$ cat src/rtl/clk_divider_prog.sv
// ----------------------------------------------------------------------------
// clk_divider_prog
//
// Runtime-programmable integer clock divider. Produces f_out at clk/N, where
// N can be reloaded while the divider is running, plus a one-cycle tick
// strobe in the cycle f_out rises. A newly requested ratio is held pending
// and only takes effect at a period boundary, so f_out never shows a runt
// pulse. While idle (en=0) a pending ratio is applied on the next edge.
//
// Optional build macro: DIV_HALF_DUTY_EN
//   When defined, odd ratios use a shorter posedge high time plus a negedge
//   flop so f_out is exactly 50% duty. When undefined, odd N gives
//   (N+1)/2 high cycles and (N-1)/2 low cycles.
//
// Parameters:
//   CNT_W        width of the ratio and internal counter (max N = 2^CNT_W-1)
//   DEFAULT_DIV  ratio in effect after reset (2..2^CNT_W-1)
//
// Ports:
//   clk           in   system clock, rising-edge logic
//   rst           in   asynchronous active-low reset
//   en            in   divider run enable
//   div_val       in   requested ratio N (values below 2 are clamped to 2)
//   div_load      in   one-cycle request to capture div_val
//   load_pending  out  captured ratio waiting for the next period boundary
//   div_cur       out  ratio currently in effect
//   f_out         out  divided clock
//   tick          out  one-cycle pulse in the cycle f_out rises
// ----------------------------------------------------------------------------
module clk_divider_prog #(
    parameter int CNT_W       = 8,
    parameter int DEFAULT_DIV = 4
) (
    input  logic             clk,
    input  logic             rst,
    input  logic             en,
    input  logic [CNT_W-1:0] div_val,
    input  logic             div_load,
    output logic             load_pending,
    output logic [CNT_W-1:0] div_cur,
    output logic             f_out,
    output logic             tick
);

    localparam logic [CNT_W-1:0] DEF_DIV = CNT_W'(DEFAULT_DIV);
    localparam logic [CNT_W-1:0] ONE     = CNT_W'(1);
    localparam logic [CNT_W-1:0] TWO     = CNT_W'(2);

    logic [CNT_W-1:0] cnt;
    logic [CNT_W-1:0] pend_val;
    logic             f_pos;

    logic             wrap;
    logic             apply_run;
    logic [CNT_W-1:0] div_nxt;
    logic [CNT_W-1:0] cnt_nxt;
    logic [CNT_W-1:0] h_nxt;

    // Ratios below 2 cannot form a period with both a high and a low phase.
    function automatic logic [CNT_W-1:0] clamp_ratio(input logic [CNT_W-1:0] n);
        return (n < TWO) ? TWO : n;
    endfunction

`ifdef DIV_HALF_DUTY_EN
    // floor(N/2): odd ratios get the extra half cycle from the negedge flop.
    function automatic logic [CNT_W-1:0] high_time(input logic [CNT_W-1:0] n);
        return n >> 1;
    endfunction
`else
    // ceil(N/2), computed one bit wider so N = 2^CNT_W-1 does not overflow.
    function automatic logic [CNT_W-1:0] high_time(input logic [CNT_W-1:0] n);
        logic [CNT_W:0] up;
        up = {1'b0, n} + {{CNT_W{1'b0}}, 1'b1};
        return up[CNT_W:1];
    endfunction
`endif

    always_comb begin
        wrap      = (cnt == (div_cur - ONE));
        apply_run = wrap & load_pending;
        div_nxt   = apply_run ? pend_val : div_cur;
        cnt_nxt   = wrap ? '0 : (cnt + ONE);
        // High time is taken from the ratio that governs the next count.
        h_nxt     = high_time(div_nxt);
    end

    always_ff @(posedge clk or negedge rst) begin
        if (!rst) begin
            cnt          <= DEF_DIV - ONE;
            div_cur      <= DEF_DIV;
            pend_val     <= '0;
            load_pending <= 1'b0;
            f_pos        <= 1'b0;
            tick         <= 1'b0;
        end else begin
            // Last request wins; a load coinciding with an apply becomes the
            // next pending value, since apply uses the pre-edge pend_val.
            if (div_load) begin
                pend_val <= clamp_ratio(div_val);
            end

            if (en) begin
                cnt   <= cnt_nxt;
                f_pos <= (cnt_nxt < h_nxt);
                tick  <= (cnt_nxt == '0);
                if (apply_run) begin
                    div_cur <= pend_val;
                end
                load_pending <= div_load | (load_pending & ~wrap);
            end else begin
                // Park the counter at the last count so the first enabled
                // edge wraps to 0 and restarts the phase.
                f_pos <= 1'b0;
                tick  <= 1'b0;
                if (load_pending) begin
                    div_cur <= pend_val;
                    cnt     <= pend_val - ONE;
                end else begin
                    cnt     <= div_cur - ONE;
                end
                load_pending <= div_load;
            end
        end
    end

`ifdef DIV_HALF_DUTY_EN
    logic f_neg;

    // Half-cycle extension of the posedge pulse, only for odd ratios.
    always_ff @(negedge clk or negedge rst) begin
        if (!rst) begin
            f_neg <= 1'b0;
        end else begin
            f_neg <= f_pos & div_cur[0];
        end
    end

    assign f_out = f_pos | f_neg;
`else
    assign f_out = f_pos;
`endif

endmodule

$ cat config.mk
export PLATFORM = sky130hd
export DESIGN_NAME = clk_divider_prog
export DESIGN_NICKNAME = d
export VERILOG_FILES = /design/src/rtl/clk_divider_prog.sv
export SDC_FILE = /design/constraint.sdc
export NUM_CORES = 1
export LEC_CHECK = 0
export CAP_MARGIN = 30
export CORE_UTILIZATION = 57
export CTS_BUF_LIST = sky130_fd_sc_hd__clkbuf_8 sky130_fd_sc_hd__clkbuf_16
export CTS_CLUSTER_SIZE = 30
export DETAILED_ROUTE_END_ITERATION = 10
export PLACE_DENSITY = 0.82
export SLEW_MARGIN = 15
export SYNTH_ARGS = -nofsm -noshare
export SYNTH_HDL_FRONTEND = slang
export SYNTH_SLANG_ARGS = --single-unit
export TNS_END_PERCENT = 1
$ cat constraint.sdc
create_clock -name clk -period 5.4 [get_ports clk]
set_input_delay 0.81 -clock clk [delete_from_list [all_inputs] [get_ports clk]]
set_output_delay 0.81 -clock clk [all_outputs]
set_load 0.1 [all_outputs]
-- Yosys cells after proc, flatten, opt, wreduce, memory -nomap -nowiden
Index checks and enable logic that the tools add are counted.
- bits in registers: 27
- latch bits: 0
- bits in writable memories: 0
- bits in read-only memories: 0
- input bits: 12
- output and inout port bits: 11
- word-level logic and storage cells: 29
- memories kept: 0
- add/subtract/negate cells: 4
- multiply operators: 0
- div/mod/pow operators: 0
- $lt $le $gt $ge: 2
- equal/unequal tests: 1
- shifts and indexed selects: 0
- muxes and demuxes: 10
- bitwise gates (word level): 4
- reduce and logical (&&, ||, !) cells: 2
- operators by type and width (operator ; number):
    2-to-1 mux 8 bit ; 7
    subtractor 8 x 1 -> 8 bit (second input constant) ; 2
    adder 8 x 1 -> 9 bit (second input constant) ; 1
    adder 8 x 1 -> 8 bit (second input constant) ; 1
    == test 8 bit ; 1
    logical NOT 8 bit ; 1
    < comparator 8 x 2 -> 1 bit (second input constant) ; 1
    < comparator 8 bit ; 1
    2-to-1 mux 1 bit ; 3
    bitwise AND 1 bit ; 2
    nonzero test 2 bit ; 1
    NOT 1 bit ; 1
    bitwise OR 1 bit ; 1

-- Longest topological paths before layout
Gate-level depths: netlist of run 1.
- depth after elaboration: 7
- mapped depth: 22
- mapped depth without buffers: 19

-- Least setup slack after synthesis of run 1
No wires, ideal clock.
- path kind: flip-flop to flip-flop
- from: register div_cur[0]
- to: register f_pos, in the netlist f_out
- setup time: 0.077 ns
- arrival time: 4.377 ns
- required time: 5.323 ns
- setup slack: 0.945 ns
- stages on the path, launching flop included: 20
- buffers on the path: 2
- clock period less this slack: 4.455 ns
- cell sequence: dfrtp_1 buf_2 inv_1 ha_1 xnor2_1 a211oi_1 nand4_1 nor4_2 nand3_2 buf_2 nand2_1 o21ai_0 ha_1 xor2_1 ha_1 nor2b_1 o21ai_0 nand2_1 a41o_1 a21oi_1
- longest elaborated chain between the ends: 7
- elaborated cells on any way between the ends: 8
- those cells by class: 2 x add/sub; 1 x order compare; 1 x eq/ne; 3 x mux; 1 x bitwise
- RTL lines (item ; line ; RTL):
    start: declaration ; 40 ; output logic [CNT_W-1:0] div_cur,
    start signal: assignment ; 107 ; div_cur <= pend_val;
    start signal: assignment ; 116 ; div_cur <= pend_val;
    subtractor 8 x 1 -> 8 bit ; 79 ; wrap = (cnt == (div_cur - ONE));
    == test 8 bit ; 79 ;
    bitwise AND 1 bit ; 80 ; apply_run = wrap & load_pending;
    2-to-1 mux 8 bit ; -- ;
    adder 8 x 1 -> 9 bit ; 73 ; up = {1'b0, n} + {{CNT_W{1'b0}}, 1'b1};
    < comparator 8 bit * ; 104 ; f_pos <= (cnt_nxt < h_nxt);
    2-to-1 mux 1 bit * ; 102 ; if (en) begin
    end signal: assignment ; 104 ;
    end: declaration ; 51 ; logic f_pos;
Mark *: on every way between the ends. The rest lies on a longest branch, timed or not.
A chain may end at the register's enable or synchronous reset.

-- Worst setup path in the final report of run 1
- from: register div_cur[3]
- to: register f_pos, in the netlist f_out
Same word-level chain as after synthesis.

==> results of run 1 <==
==> power breakdown <==
group	internal, mW	switching [mW]	total, mW
Combinational	0.248	0.355	0.603
Sequential	0.250	0.105	0.355
Clock	0.0510	0.0611	0.112
Total	0.549	0.521	1.07
==> sequential cells by signal (all words and copies together) (netlist names) <==
| name | cells |
|---|---|
| cnt | 8 |
| div_cur | 8 |
| f_out | 1 |
| load_pending | 1 |
| pend_val | 8 |
| tick | 1 |
==> final timing paths <==
path	endpoint	cells after the start	slack [ns]
min in group asynchronous	pend_val[4]$_DFFE_PN0P_	2	0.90
max	f_out$_DFF_PN0_	16	1.19
max reg2reg	f_out$_DFF_PN0_	16	1.19
min reg2reg	div_cur[7]$_DFFE_PN0P_	1	0.64
min	div_cur[7]$_DFFE_PN0P_	1	0.64
max in group asynchronous	cnt[0]$_DFF_PN1_	2	4.19
==> metal layers <==
metal | global-route usage, % | vias to the layer above
met5 | 0 | -
met4 | 11.68 | 0
met3 | 4.340 | 20
met2 | 44.59 | 70
met1 | 36.66 | 916
li1 | - | 937
==> area by class of cell <==
type                            instances  area [sq um]
Sequential cell                        27         679.4
Fill cell                             302          1242
Multi-Input combinational cell        204          1479
Clock buffer                            3         41.29
Timing Repair Buffer                   23         227.7
Clock inverter                          1         3.754
Inverter                               10         37.54
Tap cell                               48         60.06
==> stage by stage <==
stage          setup WS (ns)  instances  hold slack [ns]  total power, mW  util, %
4_1_cts                1.236        316           0.6423            1.067    67.05
6_report               1.185        316           0.6412            1.070    67.05
3_5_place_dp           1.261        312           0.6221           0.9502    65.86
3_3_place_gp           1.344        312           0.6125           0.9443    65.86
2_1_floorplan         0.9454        262           0.5144           0.8220        -
5_1_grt               0.8685        316           0.6713            1.148    67.05
==> layout by cell type (no fill, tap or decap), drive strengths merged, types with 3 or more instances in the layout <==
master / n
a211oi: 3
a21oi: 6
a31oi: 3
and2: 4
and3: 5
clkbuf: 3
clkdlybuf4s50: 22
dfrtp: 24
dfstp: 3
ha: 11
inv: 11
mux2: 17
mux2i: 6
nand2: 21
nand3: 22
nand4: 3
nor2: 18
nor3: 4
o21ai: 16
or3: 5
xnor2: 22
xor2: 12
==> worst max-delay path, delay by kind of cell, from the launching register on <==
kind	cells	cell delay, ns
AOI/OAI and AO/OA	4	0.70
and+or+nand+nor	7	1.60
xor gates and xnor gates	3	0.75
adders and majority gates	2	0.51
DFF	1	0.57
==> logic make-up after synthesis <==
| logic type | Yosys count |
|---|---|
| AO/OA/AOI/OAI | 42 |
| XOR/XNOR | 34 |
| adder cells (fa/ha/maj) | 11 |
| buffers and inverters | 31 |
| flip-flops | 27 |
| multiplexers | 23 |
| AND/OR/NAND/NOR | 94 |
==> report_table.html, run 1 <==
<table>
<tr><th>Metric</th><th>Value</th></tr>
<tr><th colspan="2">Run status</th></tr>
<tr><td>Status</td><td>complete, no violations</td></tr>
<tr><th colspan="2">STA</th></tr>
<tr><td>Endpoints failing setup</td><td>0</td></tr>
<tr><td>Slew Limit Fails</td><td>0</td></tr>
<tr><td>Crit share post-route</td><td>78.06%</td></tr>
<tr><td>Setup clock skew after layout</td><td>0.004613 ns</td></tr>
<tr><td>Highest clock rate</td><td>237.2 MHz</td></tr>
<tr><td>Number of hold violations in the final report</td><td>0</td></tr>
<tr><td>Setup repair after global routing missed its margin</td><td>false</td></tr>
<tr><td>Slew at the pin closest to its max-slew limit</td><td>0.9984 ns</td></tr>
<tr><td>Final sum of negative setup slack</td><td>0 ns</td></tr>
<tr><td>Minimum clock period</td><td>4.215 ns</td></tr>
<tr><td>Worst slew margin relative to its limit</td><td>33.23%</td></tr>
<tr><th colspan="2">Clocking</th></tr>
<tr><td>TritonCTS clock tree</td><td>done</td></tr>
<tr><td>CTS sink cnt</td><td>27</td></tr>
<tr><td>Clock latency on the worst-skew pair</td><td>0.27 ns</td></tr>
<tr><td>Post-CTS setup buffers</td><td>0</td></tr>
<tr><td>Clock tree root buffer cell</td><td>clkbuf_8</td></tr>
<tr><td>Clock-pin slew of the registers on the worst-case setup and hold paths</td><td>0.09 ns</td></tr>
<tr><td>Hold buffer count at cts</td><td>0</td></tr>
<tr><td>Maximum buffer depth of the clock tree</td><td>2</td></tr>
<tr><td>Count of H-tree levels built during CTS</td><td>1</td></tr>
<tr><td>Number of buffers created by CTS</td><td>3</td></tr>
<tr><td>Gates resized, CTS repair</td><td>0</td></tr>
<tr><th colspan="2">Critical path</th></tr>
<tr><td>Critical Path Slowest Stage Cell</td><td>dfrtp_1</td></tr>
<tr><td>Startpoint of the most critical setup path</td><td>div_cur[3]$_DFFE_PN0P_</td></tr>
<tr><td>Critical Path End Type</td><td>register</td></tr>
<tr><td>Chain of cells forming the critical path</td><td>or3_4 -&gt; or4_1 -&gt; xor2_1 -&gt; xor2_2 -&gt; nand3_2 -&gt; o21ai_0 -&gt; ha_1 -&gt; nand3_1 -&gt; xor2_1 -&gt; nand2_1 -&gt; o21ai_0 -&gt; ha_1 -&gt; nor2_1 -&gt; nand2_1 -&gt; a41o_1 -&gt; a21oi_1</td></tr>
<tr><td>Max Fanout on Critical Path</td><td>16</td></tr>
<tr><td>R2r startpoint</td><td>div_cur[3]$_DFFE_PN0P_</td></tr>
<tr><td>Arrival time of the worst setup path</td><td>4.42 ns</td></tr>
<tr><td>Element type at the critical path start</td><td>register</td></tr>
<tr><td>Required time reported for the critical path endpoint</td><td>5.61 ns</td></tr>
<tr><td>Delay of the slowest cell on the worst path</td><td>0.57 ns</td></tr>
<tr><td>Critical Setup Path Class</td><td>reg -&gt; reg</td></tr>
<tr><th colspan="2">Cells and area</th></tr>
<tr><td>Cell area after layout</td><td>2529 sq um</td></tr>
<tr><td>Share of post-route cells with drive strength above 1</td><td>11.57%</td></tr>
<tr><td>Layout-stage area growth over the synthesis result</td><td>10.14%</td></tr>
<tr><td>Post-layout nets</td><td>292</td></tr>
<tr><td>Diodes inserted</td><td>0</td></tr>
<tr><th colspan="2">Drt</th></tr>
<tr><td>DRC</td><td>0</td></tr>
<tr><td>Wire length per cell</td><td>16.84 um</td></tr>
<tr><td>Total length of routed wires</td><td>5320 um</td></tr>
<tr><td>TritonRoute pass-1 iters</td><td>4</td></tr>
<tr><td>Detail Route met3 WL</td><td>302 um</td></tr>
<tr><td>Routed vias/inst</td><td>6.149</td></tr>
<tr><td>Total routed wire length on the met1 layer</td><td>2287 um</td></tr>
<tr><td>Remaining number of nets flagged by the antenna check after routing</td><td>0</td></tr>
<tr><td>Routed length on met2</td><td>2558 um</td></tr>
<tr><td>Total via count after detailed routing</td><td>1943</td></tr>
<tr><td>Iteration-0 DRC Markers</td><td>161</td></tr>
<tr><td>Highest routed layer</td><td>met4</td></tr>
<tr><th colspan="2">Global route</th></tr>
<tr><td>Antenna violations before repair</td><td>0</td></tr>
<tr><td>Overall Global Routing Usage</td><td>27.64%</td></tr>
<tr><td>Via count of the first global-routing pass</td><td>1873</td></tr>
<tr><td>Global-route wire length before repair</td><td>8997 um</td></tr>
<tr><td>Maximum number of pins on one net before global-route repair</td><td>28</td></tr>
<tr><td>GRT overflow</td><td>0</td></tr>
<tr><th colspan="2">Synth</th></tr>
<tr><td>Cell area after synthesis</td><td>2296 sq um</td></tr>
<tr><td>Share of the synthesized area in the top cell type</td><td>26.16%</td></tr>
<tr><td>Fraction of the mapped netlist area in compound gates</td><td>11.66%</td></tr>
<tr><td>Most numerous cell types in the synthesized netlist</td><td>dfrtp_1, xnor2_1, nand2_1, nand3_1, nor2_1</td></tr>
<tr><td>EDFF count, synth</td><td>0</td></tr>
<tr><td>Post-Synth Adder-Cell Area</td><td>5.995%</td></tr>
<tr><td>Leading cell type by number of instances after synthesis</td><td>dfrtp_1</td></tr>
<tr><td>Post-synth top area cell</td><td>dfrtp_1</td></tr>
<tr><td>Synthesized instance count</td><td>262</td></tr>
<tr><td>Syn_nets</td><td>285</td></tr>
<tr><td>Synth Flop Type</td><td>dfrtp_1</td></tr>
<tr><td>Share of cell area taken by muxes after synthesis</td><td>11.93%</td></tr>
<tr><td>Simple-gate share of the synthesized area</td><td>21.53%</td></tr>
<tr><td>Sequential area share after synthesis</td><td>29.59%</td></tr>
<tr><td>Xor/xnor cell area share of the yosys netlist</td><td>13.30%</td></tr>
<tr><td>Flops &amp; latches, synth</td><td>27</td></tr>
<tr><td>Largest family of logic cells by synthesized area</td><td>simple AND/OR/NAND/NOR gates</td></tr>
<tr><td>Mean Syn Cell Area</td><td>8.763 sq um</td></tr>
<tr><td>Yosys warns</td><td>0</td></tr>
<tr><td>Cell types with the largest area share after synthesis</td><td>dfrtp_1, xnor2_1, ha_1</td></tr>
<tr><td>Async set-or-reset flop fraction in the synthesized netlist</td><td>100.0%</td></tr>
<tr><td>Number of distinct library cell variants in the gate-level netlist after synthesis</td><td>48</td></tr>
<tr><th colspan="2">Placed design</th></tr>
<tr><td>Routability cong.</td><td>0.9597</td></tr>
<tr><td>Placed Instance Area</td><td>2484 sq um</td></tr>
<tr><td>Detailed Place HPWL</td><td>3965 um</td></tr>
<tr><td>Buffers on Ports</td><td>22</td></tr>
<tr><th colspan="2">Die</th></tr>
<tr><td>Vert. Die Dim</td><td>65.47 um</td></tr>
<tr><td>Boundary Pins</td><td>23</td></tr>
<tr><td>Number of placement rows</td><td>22</td></tr>
<tr><td>Full die area</td><td>4286 sq um</td></tr>
<tr><td>Initial core utilization</td><td>60.88%</td></tr>
<tr><td>Floorplan Core Area</td><td>3771 sq um</td></tr>
<tr><td>Horizontal extent of the die</td><td>65.47 um</td></tr>
<tr><th colspan="2">Pwr</th></tr>
<tr><td>Power Dens Cells</td><td>423.3 nW/um^2</td></tr>
<tr><td>Leak Pwr</td><td>1.056 nW</td></tr>
<tr><td>Peak supply drop</td><td>0.0002479 V</td></tr>
<tr><th colspan="2">Run</th></tr>
<tr><td>Number of max-cap violations</td><td>0</td></tr>
<tr><th colspan="2">Hold path</th></tr>
<tr><td>Hold Startpoint</td><td>pend_val[7]$_DFFE_PN0P_</td></tr>
<tr><td>Worst hold path type</td><td>reg -&gt; reg</td></tr>
</table>
Note: power is estimated with default switching activity, not from simulation.
==> inputs of run 2 (changes only) <==
CORE_UTILIZATION = 52   (was 57)
PLACE_DENSITY = 0.79   (was 0.82)
clock period = 3.5 ns   (was 5.4 ns; I/O delays follow)
==> run 2 against run 1 <==
  * The run now ends with setup timing left
  * First-iteration DRC count is 35% lower
  * Sequential power increased by 47%
  * Combinational power grew 91%
  * Clock skew down 0.0026 ns
  * Worst setup slack got worse by 1.2 ns
  * Wire length is 7.3% higher
==> report_table.html, run 2 (synthesized netlist as in run 1, its figures left out) <==
<table>
<tr><th>Metric</th><th>Value</th></tr>
<tr><th colspan="2">Drt</th></tr>
<tr><td>Total routed wire length on the met1 layer</td><td>2557 um (+12%)</td></tr>
<tr><td>Wire length per cell</td><td>16.74 um (-0.59%)</td></tr>
<tr><td>DRC</td><td>0 (unchanged)</td></tr>
<tr><td>Total length of routed wires</td><td>5707 um (+7.3%)</td></tr>
<tr><td>Iteration-0 DRC Markers</td><td>104 (-35%)</td></tr>
<tr><td>Detail Route met3 WL</td><td>230 um (-24%)</td></tr>
<tr><td>Total via count after detailed routing</td><td>2013 (+3.6%)</td></tr>
<tr><td>Routed vias/inst</td><td>5.903 (-4.0%)</td></tr>
<tr><td>Remaining number of nets flagged by the antenna check after routing</td><td>0 (unchanged)</td></tr>
<tr><td>Highest routed layer</td><td>met4</td></tr>
<tr><td>Routed length on met2</td><td>2723 um (+6.5%)</td></tr>
<tr><td>TritonRoute pass-1 iters</td><td>4 (unchanged)</td></tr>
<tr><th colspan="2">Cells and area</th></tr>
<tr><td>Commonest non-fill, non-tap cells in the layout</td><td>buf_4, xnor2_1, clkdlybuf4s50_1</td></tr>
<tr><td>Layout-stage area growth over the synthesis result</td><td>23.16%</td></tr>
<tr><td>Most common library cell in the layout ignoring fill and taps</td><td>buf_4</td></tr>
<tr><td>Final core area utilization</td><td>68.71% (+1.7 points)</td></tr>
<tr><td>Top Registers</td><td>cnt: 8 flops, div_cur: 8 flops, pend_val: 8 flops</td></tr>
<tr><td>Diodes inserted</td><td>0 (unchanged)</td></tr>
<tr><td>Share of post-route cells with drive strength above 1</td><td>27.15% (+16 points)</td></tr>
<tr><td>Post-layout nets</td><td>315 (+7.9%)</td></tr>
<tr><th colspan="2">Critical path</th></tr>
<tr><td>Length in cells of the worst reg-to-reg path</td><td>16 (unchanged)</td></tr>
<tr><td>Critical Setup Path Class</td><td>reg -&gt; reg</td></tr>
<tr><td>Endpoint of the worst setup timing path</td><td>f_out$_DFF_PN0_</td></tr>
<tr><td>Required time reported for the critical path endpoint</td><td>3.70 ns (-1.91 ns)</td></tr>
<tr><td>Element type at the critical path start</td><td>register</td></tr>
<tr><td>R2r startpoint</td><td>div_cur[0]$_DFFE_PN0P_</td></tr>
<tr><td>Max Fanout on Critical Path</td><td>6 (-10)</td></tr>
<tr><td>Worst reg2reg setup slack</td><td>-0.05 ns (-1.23 ns)</td></tr>
<tr><td>Worst r2r dst</td><td>f_out$_DFF_PN0_</td></tr>
<tr><td>Critical Path End Type</td><td>register</td></tr>
<tr><td>Startpoint of the most critical setup path</td><td>div_cur[0]$_DFFE_PN0P_</td></tr>
<tr><td>Arrival time of the worst setup path</td><td>3.75 ns (-0.67 ns)</td></tr>
<tr><th colspan="2">Global route</th></tr>
<tr><td>Antenna violations before repair</td><td>0 (unchanged)</td></tr>
<tr><td>GRT overflow</td><td>0 (unchanged)</td></tr>
<tr><td>Global-route wire length before repair</td><td>9128 um (+1.5%)</td></tr>
<tr><td>Maximum number of pins on one net before global-route repair</td><td>17 (-39%)</td></tr>
<tr><td>Via count of the first global-routing pass</td><td>1924 (+2.7%)</td></tr>
<tr><td>Overall Global Routing Usage</td><td>26.74% (-0.90 points)</td></tr>
<tr><th colspan="2">Clocking</th></tr>
<tr><td>Hold buffer count at cts</td><td>0 (unchanged)</td></tr>
<tr><td>Count of H-tree levels built during CTS</td><td>1 (unchanged)</td></tr>
<tr><td>Clock-pin slew of the registers on the worst-case setup and hold paths</td><td>0.09 ns (about the same)</td></tr>
<tr><td>Number of buffers created by CTS</td><td>3 (unchanged)</td></tr>
<tr><td>Maximum buffer depth of the clock tree</td><td>2 (unchanged)</td></tr>
<tr><td>Clock latency on the worst-skew pair</td><td>0.27 ns (about the same)</td></tr>
<tr><td>CTS sink cnt</td><td>27 (unchanged)</td></tr>
<tr><td>Clock tree root buffer cell</td><td>clkbuf_8</td></tr>
<tr><td>TritonCTS clock tree</td><td>done</td></tr>
<tr><th colspan="2">STA</th></tr>
<tr><td>Highest clock rate</td><td>281.8 MHz (+19%)</td></tr>
<tr><td>Setup repair after global routing missed its margin</td><td>true</td></tr>
<tr><td>Setup slack of the critical path after layout</td><td>-0.04855 ns (-1.234 ns)</td></tr>
<tr><td>Setup clock skew after layout</td><td>0.002053 ns (-0.002560 ns)</td></tr>
<tr><td>Endpoints failing setup</td><td>1 (+1)</td></tr>
<tr><td>Slew Limit Fails</td><td>0 (unchanged)</td></tr>
<tr><td>Minimum clock period</td><td>3.549 ns (-0.6664 ns)</td></tr>
<tr><td>Worst slew margin relative to its limit</td><td>34.58% (+1.3 points)</td></tr>
<tr><td>Slew at the pin closest to its max-slew limit</td><td>0.9783 ns (-0.02008 ns)</td></tr>
<tr><td>Crit share post-route</td><td>101.4% (+23 points)</td></tr>
<tr><td>Number of hold violations in the final report</td><td>0 (unchanged)</td></tr>
<tr><th colspan="2">Placed design</th></tr>
<tr><td>Detailed Place HPWL</td><td>4166 um (+5.1%)</td></tr>
<tr><td>Routability cong.</td><td>0.8868 (-7.6%)</td></tr>
<tr><td>Buffers on Ports</td><td>22 (unchanged)</td></tr>
<tr><td>Placement-stage worst setup slack</td><td>-0.01643 ns (-1.278 ns)</td></tr>
<tr><th colspan="2">Die</th></tr>
<tr><td>Number of placement rows</td><td>23 (+4.5%)</td></tr>
<tr><td>Initial core utilization</td><td>55.79% (-5.1 points)</td></tr>
<tr><td>Floorplan Core Area</td><td>4115 sq um (+9.1%)</td></tr>
<tr><td>Horizontal extent of the die</td><td>68.45 um (+4.6%)</td></tr>
<tr><td>Boundary Pins</td><td>23 (unchanged)</td></tr>
<tr><td>Vert. Die Dim</td><td>68.45 um (+4.6%)</td></tr>
<tr><td>Full die area</td><td>4685 sq um (+9.3%)</td></tr>
<tr><th colspan="2">Pwr</th></tr>
<tr><td>Power Dens Cells</td><td>651.2 nW/um^2 (+54%)</td></tr>
<tr><td>Peak supply drop</td><td>0.0003587 V (+45%)</td></tr>
<tr><td>Leak Pwr</td><td>1.173 nW (+11%)</td></tr>
<tr><th colspan="2">Hold path</th></tr>
<tr><td>Worst hold path type</td><td>in -&gt; async</td></tr>
<tr><th colspan="2">Run status</th></tr>
<tr><td>Violated checks</td><td>setup timing</td></tr>
<tr><td>Status</td><td>finished with violations</td></tr>
<tr><th colspan="2">Run</th></tr>
<tr><td>Number of max-cap violations</td><td>0 (unchanged)</td></tr>
</table>
[run 2: metrics by stage]
step	instances	setup TNS [ns]	hold slack [ns]	instance area [sq um]	total power [mW]
global route	341	-0.1941	0.6893	2828	1.962
finish	341	-0.04855	0.6595	2828	1.841
detailed placement	325	-0.01643	0.6417	2615	1.535
CTS	338	0	0.6651	2756	1.765
floorplan	262	-0.3635	0.2294	2357	1.299
global placement	325	0	0.6167	2615	1.521
[run 2: worst min-delay path by stage]
stage                                        end  cells past startpoint               startpoint
final                           cnt[5]$_DFF_PN0_                      1                      rst
after global routing      div_cur[7]$_DFFE_PN0P_                      1  pend_val[7]$_DFFE_PN0P_
after CTS                       cnt[5]$_DFF_PN0_                      1                      rst
after detailed placement  div_cur[7]$_DFFE_PN0P_                      1  pend_val[7]$_DFFE_PN0P_
after global placement    div_cur[1]$_DFFE_PN0P_                      2   div_cur[1]$_DFFE_PN0P_
after floorplan                 cnt[2]$_DFF_PN0_                      0                      rst
[run 2: metal layers]
layer  track usage, %  vias up
li1                 -      977
met1            35.09      947
met2            45.59       71
met3            2.167       18
met4            9.635        0
met5                0        -
[run 2: repair_timing]
item / 4_1_cts / 5_1_grt
pin swaps: 7 / 11
setup buffers: 9 / 3
gates resized for setup: 7 / 15
setup endpoints to repair: 1 / 1
[run 2: critical path: stages (launching register included)]
cell	delay, ns
dfrtp_4	0.49
buf_4	0.15
or2_4	0.24
or4_4	0.52
xor2_4	0.18
xor2_2	0.22
nand3_4	0.17
nand2_2	0.15
o21ai_4	0.07
ha_4	0.19
xor2_1	0.14
ha_1	0.29
nor2b_1	0.13
o21ai_1	0.13
nand2_1	0.08
a41o_1	0.21
a21oi_2	0.12
[run 2: final cells by class]
class | instances | area [sq um]
well taps | 50 | 62.56
clock buffers | 3 | 41.29
repair buffers | 46 | 399.1
clock inverters | 1 | 3.754
fillers | 324 | 1287
flip-flops and latches | 27 | 690.7
multi-input cells | 204 | 1593
inverters | 10 | 37.54
[run 2: power breakdown]
part	internal (mW)	switching [mW]
Sequential	0.391	0.131
Clock	0.0786	0.0932
Combinational	0.496	0.652
Total	0.965	0.876
==> inputs of run 3 (changes only) <==
CAP_MARGIN = 20   (was 30)
==> results of run 3 <==
No change in the layout: final DEF, timing and power equal those of run 2.
==> patch 1 (config.mk and constraints of run 3) <==
Put one more register stage on the output `f_out`. The value now appears one clock later. The other outputs are not delayed to match. Comments in the files are not updated.
--- a/src/rtl/clk_divider_prog.sv
+++ b/src/rtl/clk_divider_prog.sv
@@ -137,7 +137,9 @@
 
     assign f_out = f_pos | f_neg;
 `else
-    assign f_out = f_pos;
+    always_ff @(posedge clk) begin
+        f_out <= f_pos;
+    end
 `endif
 
 endmodule
Check against the original RTL: not equivalent (a bounded check fails within 4 cycles, from zero or initial values and one cycle with rst low).
==> patch 1 against run 3 <==
  * Worst setup slack improved by 0.079 ns
  * Total power fell by 0.59%
  * Via count barely moved
  * Largest power group unchanged
  * Sequential power rose by 4.0%
  * Final area fell by 0.53%
  * Area after synthesis rose by 0.87%
  * Highest routed layer unchanged
  * Sequential cell count rose by 1
  * Routed wire length fell by 0.47%
==> patch 1: results (changes against run 3) <==
status -> finished, final reports clean
cell leakage power -> 1.17 nW (-0.28%)
Final Non-Filler Cells -> 341 (unchanged)
clock network latency to the later pin of the worst-skew pair -> 0.28 ns
clk pwr -> 0.000178 W (+3%)
first-pass GRT wire length -> 9140 um (about the same)
synth cell count leaders -> dfrtp_1, xnor2_1, nand2_1, nand3_1, nor2_1
Placer Congestion -> 0.883 (-0.44%)
Peak VDD IR -> 0.327 mV (-8.8%)
DP HPWL -> 4190 um (+0.67%)
initial antenna violation count -> 0 (unchanged)
DRT Pass-1 Iters -> 5 (+1)
Synth Instances -> 263 (+0.38%)
actual slew at the worst max-slew pin -> 0.965 ns (-0.0133 ns)
register area share after synthesis -> 30.2% (+0.61 points)
IO buf count -> 22 (unchanged)
met3 wire length -> 261 um (+13%)
synth top area cells -> dfrtp_1, xnor2_1, ha_1
Pwr Total -> 0.00183 W (-0.59%)
fraction of layout cells with a size suffix above 1 -> 25.1% (-2.1 points)
vias in the first global route -> 1960 (+1.9%)
Starting DRT DRC Count -> 147 (+41%)
met3 usage -> 3.13% (+0.96 points)
Synth Area in Compound Gates -> 11.6% (-0.10 points)
placed insts -> 325 (unchanged)
switching portion of total power -> 47.3% (-0.29 points)
WL/cell -> 16.7 um (-0.47%)
global router's overall resource usage -> 26.8% (+0.060 points)
worst clock skew -> 0.00471 ns (+0.00266 ns)
WL met2 -> 2720 um (-0.15%)
met2 Resource Use GR -> 44.9% (-0.74 points)
dpl cell area -> 2630 um2 (+0.48%)
Placement Setup Slack -> 0.0270 ns (+0.0434 ns)
met1 global-route usage -> 34.6% (-0.52 points)
yosys warns -> 0 (unchanged)
post-synthesis adder-cell area fraction -> 5.94% (-0.052 points)
vias per std cell -> 5.91 (about the same)
M1 WL -> 2520 um (-1.4%)
XOR/XNOR Fraction of Synth Area -> 13.2% (-0.11 points)
number of diodes -> 0 (unchanged)
biggest regs -> cnt (8), div_cur (8), pend_val (8)
Netlist cell types -> 49 (+2.1%)
Crit path arrival time -> 3.68 ns (-0.07 ns)
multiplexer share of the synthesized area -> 11.8% (-0.10 points)
Hold Path Class -> flip-flop to flip-flop
Syn Nets -> 286 (+0.35%)
Fillers -> 332 (+2.5%)
FFs w/ async S/R, synth -> 96.4% (-3.6 points)
Comb power frac -> 60.7% (-1.7 points)
patch 1: cell types whose count changed after synthesis, sizes merged:
cell   before  now
dfxtp       0    1
patch 1: cell type report:
cell class | instances | area [um2] | area share, %
Clock buffer | 3 | 41.3 | 1.47
Clock inverter | 1 | 3.75 | 0.133
Inverter | 10 | 37.5 | 1.33
Multi-Input combinational cell | 204 | 1570 | 55.6
Sequential cell | 28 | 711 | 25.3
Tap cell | 50 | 62.6 | 2.22
Timing Repair Buffer | 45 | 392 | 13.9
patch 1: path summary, 6_finish.rpt:
path	startpoint	to	slack (ns)	depth (start not counted)
worst max-delay path	div_cur[0]	f_pos	0.03	15
worst min-delay path	f_pos	f_out	0.39	0
worst max register to register	div_cur[0]	f_pos	0.03	15
worst min register to register	f_pos	f_out	0.39	0
max in group asynchronous	rst	cnt[0]	2.18	2
min in group asynchronous	rst	cnt[3]	0.62	1
patch 1: repair_timing:
action / in CTS / in global routing
pin swaps: 8 / 6
resized for setup: 5 / 8
setup endpoints to repair: 1 / 1
setup buffers: 9 / 3
==> patch 2 (settings of run 3) <==
Made on the original files. Add an input register stage for `en`, `div_val` and `div_load`, cleared by the reset; this delays them by one clock. Comments in the files are not updated.
--- a/src/rtl/clk_divider_prog.sv
+++ b/src/rtl/clk_divider_prog.sv
@@ -45,6 +45,22 @@
     localparam logic [CNT_W-1:0] DEF_DIV = CNT_W'(DEFAULT_DIV);
     localparam logic [CNT_W-1:0] ONE     = CNT_W'(1);
     localparam logic [CNT_W-1:0] TWO     = CNT_W'(2);
+
+    logic en_q;
+    logic [CNT_W-1:0] div_val_q;
+    logic div_load_q;
+
+    always_ff @(posedge clk or negedge rst) begin
+        if (!rst) begin
+            en_q       <= '0;
+            div_val_q  <= '0;
+            div_load_q <= '0;
+        end else begin
+            en_q       <= en;
+            div_val_q  <= div_val;
+            div_load_q <= div_load;
+        end
+    end
 
     logic [CNT_W-1:0] cnt;
     logic [CNT_W-1:0] pend_val;
@@ -95,18 +111,18 @@
         end else begin
             // Last request wins; a load coinciding with an apply becomes the
             // next pending value, since apply uses the pre-edge pend_val.
-            if (div_load) begin
-                pend_val <= clamp_ratio(div_val);
+            if (div_load_q) begin
+                pend_val <= clamp_ratio(div_val_q);
             end
 
-            if (en) begin
+            if (en_q) begin
                 cnt   <= cnt_nxt;
                 f_pos <= (cnt_nxt < h_nxt);
                 tick  <= (cnt_nxt == '0);
                 if (apply_run) begin
                     div_cur <= pend_val;
                 end
-                load_pending <= div_load | (load_pending & ~wrap);
+                load_pending <= div_load_q | (load_pending & ~wrap);
             end else begin
                 // Park the counter at the last count so the first enabled
                 // edge wraps to 0 and restarts the phase.
@@ -118,7 +134,7 @@
                 end else begin
                     cnt     <= div_cur - ONE;
                 end
-                load_pending <= div_load;
+                load_pending <= div_load_q;
             end
         end
     end
Function: changed (a bounded check fails within 4 cycles, from zero or initial values and one cycle with rst low).
==> patch 2 against run 3 <==
  * The flow finishes with violations (design-rule violations)
  * Routed wire length up 8.9%
  * Highest routed layer unchanged
  * Global-route usage down 1.1 points
  * Area after synthesis up 8.9%
  * Largest cell class unchanged
  * Total power up 14%
  * Final area up 11%
  * Sequential cell count up 10
  * Clock skew up 0.0047 ns
  * Clock power up 85%
  * Fmax up 2.8%
  * Via count up 1.3%
  * Worst setup slack better by 0.097 ns
==> patch 2: results (changes against run 3) <==
largest net degree at the start of global routing -> 38 (+21)
clock network latency to the later pin of the worst-skew pair -> 0.30 ns (+0.03 ns)
met3 usage -> 5.20% (+3.0 points)
met2 Resource Use GR -> 42.1% (-3.5 points)
Netlist cell types -> 54 (+13%)
status -> finished, violations left
worst clock skew -> 0.00674 ns (+0.00468 ns)
first-pass GRT wire length -> 9750 um (+6.8%)
Placer Congestion -> 0.938 (+5.8%)
Peak VDD IR -> 0.274 mV (-24%)
DP HPWL -> 4470 um (+7.2%)
failing checks -> design-rule violations
global router's overall resource usage -> 25.7% (-1.1 points)
TritonCTS buffer count -> 5 (+2)
met1 global-route usage -> 33.7% (-1.4 points)
max_slew headroom -> 33.1% (-1.5 points)
cell leakage power -> 1.36 nW (+16%)
Syn Nets -> 274 (-3.9%)
fraction of layout cells with a size suffix above 1 -> 29.3% (+2.2 points)
synth top area cells -> dfrtp_1, xnor2_1, xor2_1
synth cell count leaders -> dfrtp_1, nor2_1, xnor2_1, xor2_1, nand3_1
Starting DRT DRC Count -> 145 (+39%)
Crit path arrival time -> 3.65 ns (-0.10 ns)
register area share after synthesis -> 37.2% (+7.6 points)
Post-route DRC -> 1 (+1)
final wirelength -> 6210 um (+8.9%)
Layout Nets -> 312 (-0.95%)
==> patch 2: power by group <==
group | switching [W] | internal [W]
clock network | 0.000175 | 0.000144
registers | 0.000156 | 0.000514
logic | 0.000644 | 0.000473
total | 0.000975 | 0.00113
==> patch 2: area by class of cell <==
class	instances	area, um2
clock buffer	5	68.8
timing repair buffer	44	384
multi-input combinational	191	1610
tap	52	65.1
inverter	10	40.0
clock inverter	3	25.0
fill	320	1340
sequential	37	947
==> patch 2: how the worst min path moves through the flow <==
stage | start | to | slack, ns | cells past startpoint
floorplan | rst | cnt[2] | 0.23 | 0
global placement | div_val_q[1] | pend_val[1] | 0.47 | 1
detailed placement | div_val_q[0] | pend_val[0] | 0.48 | 2
CTS | rst | div_load_q | 0.33 | 1
global route | rst | div_val_q[4] | 0.39 | 1
finish | rst | div_load_q | 0.31 | 1
==> patch 2: routing by layer <==
layer / vias up / part of all wire, %
li1: 972 / -
met1: 998 / 42
met2: 58 / 51
met3: 12 / 5.3
met4: 0 / 2.1
met5: - / 0
==> patch 2: timing repair <==
item	CTS	global route
setup endpoints to repair	0	1
gates resized for setup	0	16
hold buffers	0	0
setup buffers	0	14
==> patch 2: cells by family after synthesis <==
logic type / share of synthesized area [%]
AOI/OAI and AO/OA: 12.9
xor gates and xnor gates: 11.6
adders and majority gates: 5.51
buffers and inverters: 4.10
DFF: 37.2
muxes: 9.61
and+or+nand+nor: 19.2
==> patch 2: metrics by stage <==
| step | instance area [um2] | std cells | setup slack, ns | TNS (ns) |
|---|---|---|---|---|
| detailed placement | 2880 | 320 | 0.0212 | 0 |
| CTS | 2970 | 328 | 0.0101 | 0 |
| floorplan | 2610 | 251 | -0.267 | -0.267 |
| finish | 3140 | 342 | 0.0489 | 0 |
| global route | 3140 | 342 | -0.0928 | -0.0928 |
| global placement | 2880 | 320 | 0.0893 | 0 |
